==> src/rtl/adder_4b.sv <==
// 4-bit ripple-carry adder with carry-in; sum, carry-out and signed overflow
// are registered, so results appear one clock after the operands.

module adder_4b_fa (
    input  logic a,
    input  logic b,
    input  logic ci,
    output logic s,
    output logic co
);
    assign s  = a ^ b ^ ci;
    assign co = (a & b) | (a & ci) | (b & ci);
endmodule

module adder_4b #(
    parameter int WIDTH = 4
) (
    input  logic             clk,
    input  logic             rst,
    input  logic [WIDTH-1:0] a,
    input  logic [WIDTH-1:0] b,
    input  logic             c_in,
    output logic [WIDTH-1:0] S,
    output logic             C4,
    output logic             V
);
    // carry[i] is the carry into bit i; carry[WIDTH] is the carry out.
    logic [WIDTH:0]   carry;
    logic [WIDTH-1:0] sum;

    logic [WIDTH-1:0] s_d, s_q;
    logic             c4_d, c4_q;
    logic             v_d, v_q;

    assign carry[0] = c_in;

    for (genvar i = 0; i < WIDTH; i++) begin : g_chain
        adder_4b_fa u_fa (
            .a  (a[i]),
            .b  (b[i]),
            .ci (carry[i]),
            .s  (sum[i]),
            .co (carry[i+1])
        );
    end

    always_comb begin
        s_d  = sum;
        c4_d = carry[WIDTH];
        // Signed overflow: carry into the sign bit disagrees with carry out of it.
        v_d  = carry[WIDTH-1] ^ carry[WIDTH];
    end

    always_ff @(posedge clk or posedge rst) begin
        if (rst) begin
            s_q  <= '0;
            c4_q <= 1'b0;
            v_q  <= 1'b0;
        end else begin
            s_q  <= s_d;
            c4_q <= c4_d;
            v_q  <= v_d;
        end
    end

    assign S  = s_q;
    assign C4 = c4_q;
    assign V  = v_q;
endmodule

==> config.mk <==
export PLATFORM = sky130hd
export DESIGN_NAME = adder_4b
export DESIGN_NICKNAME = d
export VERILOG_FILES = /design/src/rtl/adder_4b.sv
export SDC_FILE = /design/constraint.sdc
export NUM_CORES = 1
export LEC_CHECK = 0
export CAP_MARGIN = 20
export CORE_AREA = 2 2 39 41
export DETAILED_ROUTE_END_ITERATION = 8
export DIE_AREA = 0 0 41 43
export SLEW_MARGIN = 20
export SYNTH_ARGS = -nofsm -noshare
export SYNTH_HDL_FRONTEND = slang
export SYNTH_HIERARCHICAL = 1
export SYNTH_SLANG_ARGS = --single-unit
export TNS_END_PERCENT = 20
==> constraint.sdc <==
create_clock -name clk -period 0.8 [get_ports clk]
set_input_delay 0.24 -clock clk [delete_from_list [all_inputs] [get_ports clk]]
set_output_delay 0.24 -clock clk [all_outputs]
set_load 0.02 [all_outputs]
# == After elaboration in Yosys (flattened, before gate mapping) ==
# Cells that the tools add are included.
# classes
bitwise_logic,29
# ops
op,n
$and 1x1->1,12
$xor 1x1->1,9
$or 1x1->1,8
# totals
register_bits,6
input_bits,11
out_inout_bits,6

# == Logic depth before layout (Yosys ltp) ==
# depth
ltp_word,13
ltp_mapped,5

# == Hierarchy ==
# Netlist, hierarchy kept.
# by_module_without_submodules
module,n_inst,cells_per_inst,area_each_um2,seq_area_each_um2
adder_4b,1,8,162.7,150.1
adder_4b_fa,4,1,20.0,0.0

# == Least setup slack after synthesis ==
# No wires, ideal clock.
# synth_path
kind,input-to-reg
start,in a[0]
end,"reg v_q, in the netlist V"
t_arrival_ns,2.015
required_ns,0.675
slack_ns,-1.340
stages,5
cell_sequence,fa_1 > fa_1 > fa_1 > fa_1 > xor2_1
# synth_between
elab_chain_cells,13
elab_cells_between_ends,17
# synth_rtl
element,line,rtl
start: declaration,20,"input logic [WIDTH-1:0] a,"
$and 1x1->1,12,assign co = (a & b) | (a & ci) | (b & ci);
$or 1x1->1 * (2 in series),12,
$and 1x1->1,12,
$or 1x1->1,12,
$or 1x1->1 *,12,
named net carry[2],28,logic [WIDTH:0] carry;
$and 1x1->1,12,
$or 1x1->1,12,
$or 1x1->1 *,12,
named net carry[3],28,
$and 1x1->1,12,
$or 1x1->1,12,
$or 1x1->1 *,12,
named net c4_d,32,"logic c4_d, c4_q;"
$xor 1x1->1 *,51,v_d = carry[WIDTH-1] ^ carry[WIDTH];
named net v_d,33,"logic v_d, v_q;"
end signal: assignment,62,v_q <= v_d;
end: declaration,33,
# The timed path passes the listed nets; every way through them passes the cells marked *.

# == Worst setup path after layout ==
# layout_path
start,in a[0]
end,"reg v_q, in the netlist V"
# layout_between
elab_chain_cells,13
elab_cells_between_ends,17
# layout_rtl
element,line
$and 1x1->1,12
$or 1x1->1 * (2 in series),12
named net carry[1],28
$and 1x1->1,12
$or 1x1->1,12
$or 1x1->1 *,12
named net carry[2],28
$and 1x1->1,12
$or 1x1->1,12
$or 1x1->1 *,12
named net carry[3],28
$and 1x1->1,12
$or 1x1->1,12
$or 1x1->1 *,12
named net c4_d,32
$xor 1x1->1 *,51
named net v_d,33
# Marks and branches as above.

==> metrics.md <==
| Metric | Value |
|---|---|
| Drt total wl | 491 um |
| Initial DRC count | 2 |
| Distinct cell type count of the synthesized netlist | 4 |
| Final slew viol count | 0 |
| Initial antenna violation count | 0 |
| Clock transition at path regs | approximately 0.04 ns |
| Startpoint types | primary input |
| PortBufs | 16 |
| CTS max path bufs | 2 |
| Number of global-route vias before repair | 190 |
| CP required | between 0.9 and 1 ns |
| Total GRT Usage | ~8.3% |
| Fmax | approximately 540 MHz |
| First-pass GRT wire length | slightly below 800 um |
| Vert. Die Dim | between 40 and 50 um |
| Die outline width | 41 um |
| H-tree depth | 1 |
| Cells after DPL | 45 |
| Pre-antenna DRT Iters | 2 |
| Slew HR | 86.71% |
| Fin Hold WS | between 0.2 and 0.25 ns |
| # IOs | 17 |
| RSZ-0062 raised after global routing | true |
| DRC | 0 |
| Final worst slack | -1.043 ns |
| Row cnt | 14 |
| Proportion of layout cells with a drive suffix above 1 | around 56% |
| Buf+Inv Stages, Crit Path | 1 |
| Worst path top cell family by delay | adder cells |
| Mapped Cells | 12 |
| Fillers | ~150 |
| Full die area | about 1800 um2 |
| Tot Pwr | between 0.8 and 0.9 mW |
| Failing checks | setup timing |
| CP Max Fanout | 2 |
| CP most frequent cell | fa_2 |
| # diodes | 0 |
| Number of max-cap violations | 0 |
| Crit path depth | 6 |
| Fin nets | 51 |
| Final Critical Period | approximately 1.8 ns |
| Hold Path Class | primary input to async pin |
| Setup-failing EPs final | 11 |
| Total gr overflow | 0 |
| Syn avg cell area | 20.23 um2 |
| Fin crit share | 230.3% |
| DP HPWL | around 420 um |
| Cts bufs inserted | 3 |
| CTS Hold Bufs | 0 |
| Final std cells w/o fill | 50 |
| WL/cell | 9.820 um |
| Via/cell ratio | between 3 and 4 |
| Syn_nets | 27 |
| #FFs+latches synth | 6 |
| Worst-Margin Slew | around 0.2 ns |
| CP endpoint kind | flop |
| Sequential area share after synthesis | roughly three fifths |
| Yosys warnings | 6 |
| Crit path largest cell delay | about 0.38 ns |
| Initial core utilization | between 10% and 20% |
| Post-DRT Antenna Nets | 0 |
| Leak | between 0.2 and 0.25 nW |
| Final-report hold violation count | 0 |
| Pin count of the biggest net entering global routing | 7 |
| Status | complete, but fails checks |
| Post-Syn Area | ~240 um2 |
| Routed vias | 182 |
| TritonCTS clock tree | built |
| CP arrival | 1.97 ns |
| CP endpoint | V |
| Total clock sinks | 6 |
| Register area | between 150 and 200 um2 |
| Core footprint | around 1400 um2 |
| RD Place Congestion | around 0.62 |
| Slowest CP cell | fa_2 |
| Worst vdd ir | a little under 0.0005 V |
| Crit-path cells | buf_6 -> fa_2 -> fa_2 -> fa_2 -> fa_2 -> xor2_1 |
| Setup CP Type | primary input to flop |
| Clock root buffer | clkbuf_4 |
| Worst Setup SP | a[0] |
| Area of the multi-input gates | 98.84 um2 |
| P per Cell Area | 2024 nW/um2 |
| P&R area growth vs syn | 79.90% |
[state kept, by name, indices dropped and copies added (netlist names)]
name / count
C4: 1
S: 4
V: 1
[power by group]
group,internal [mW],switching (mW)
Combinational,0.118,0.135
Sequential,0.355,0.0105
Clock,0.169,0.0966
[Yosys cell counts]
master / count / area (um2)
dfrtp_1: 6 / 150.1
inv_1: 1 / 3.750
fa_1: 4 / 80.08
xor2_1: 1 / 8.760
[worst min-delay path by stage]
stage	cells after the start	endpoint	slack (ns)
finish	2	V	0.21
floorplan	1	C4	0.03
CTS	2	V	0.20
detailed placement	2	S[3]	0.45
global placement	2	S[3]	0.45
global route	2	V	0.20
[through the flow]
| stage | worst slack (ns) | setup TNS, ns | utilization [%] | cell area, um2 |
|---|---|---|---|---|
| floorplan | -1.194 | -4.601 | - | 252.7 |
| global placement | -1.686 | -9.511 | 31.83 | 440.4 |
| detailed placement | -1.742 | -9.792 | 31.83 | 440.4 |
| CTS | -1.041 | -5.071 | 31.56 | 436.7 |
| global route | -1.073 | -5.310 | 31.56 | 436.7 |
| finish | -1.043 | -5.012 | 31.56 | 436.7 |
[layout make-up]
type                            instances  share of cell area (%)
Sequential cell                         6                   34.38
Timing Repair Buffer                   19                   32.38
Multi-Input combinational cell          5                   22.64
Clock buffer                            3                   5.158
Tap cell                               16                   4.585
Inverter                                1                  0.8596
[what timing repair did]
item	4_1_cts	5_1_grt
pin swaps	5	0
setup endpoints to repair	12	11
gates resized for setup	39	0
buffers inserted	2	0
[placed cells by master (no fill, tap or decap), drive strengths merged]
cell           netlist  routed
clkbuf               0       3
inv                  1       1
fa                   4       4
clkdlybuf4s50        0       5
xor2                 1       1
dfrtp                6       6
buf                  0      12
dlygate4sd2          0       2
[cells by family (layout without fill, tap and decap cells)]
kind of cell	Yosys count	after routing	share of synthesized area [%]
DFF	6	6	61.85
adders and majority gates	4	4	32.99
xor gates and xnor gates	1	1	3.609
buffers and inverters	1	23	1.545
[routing by layer]
layer  wire, um  vias to the layer above  track usage [%]
li1           -                       79                -
met1        138                       80            6.757
met2        220                       19            10.31
met3        103                        4            5.236
met4         29                        0            12.00
met5          0                        -                0
Note: power is estimated with default switching activity, not from simulation.
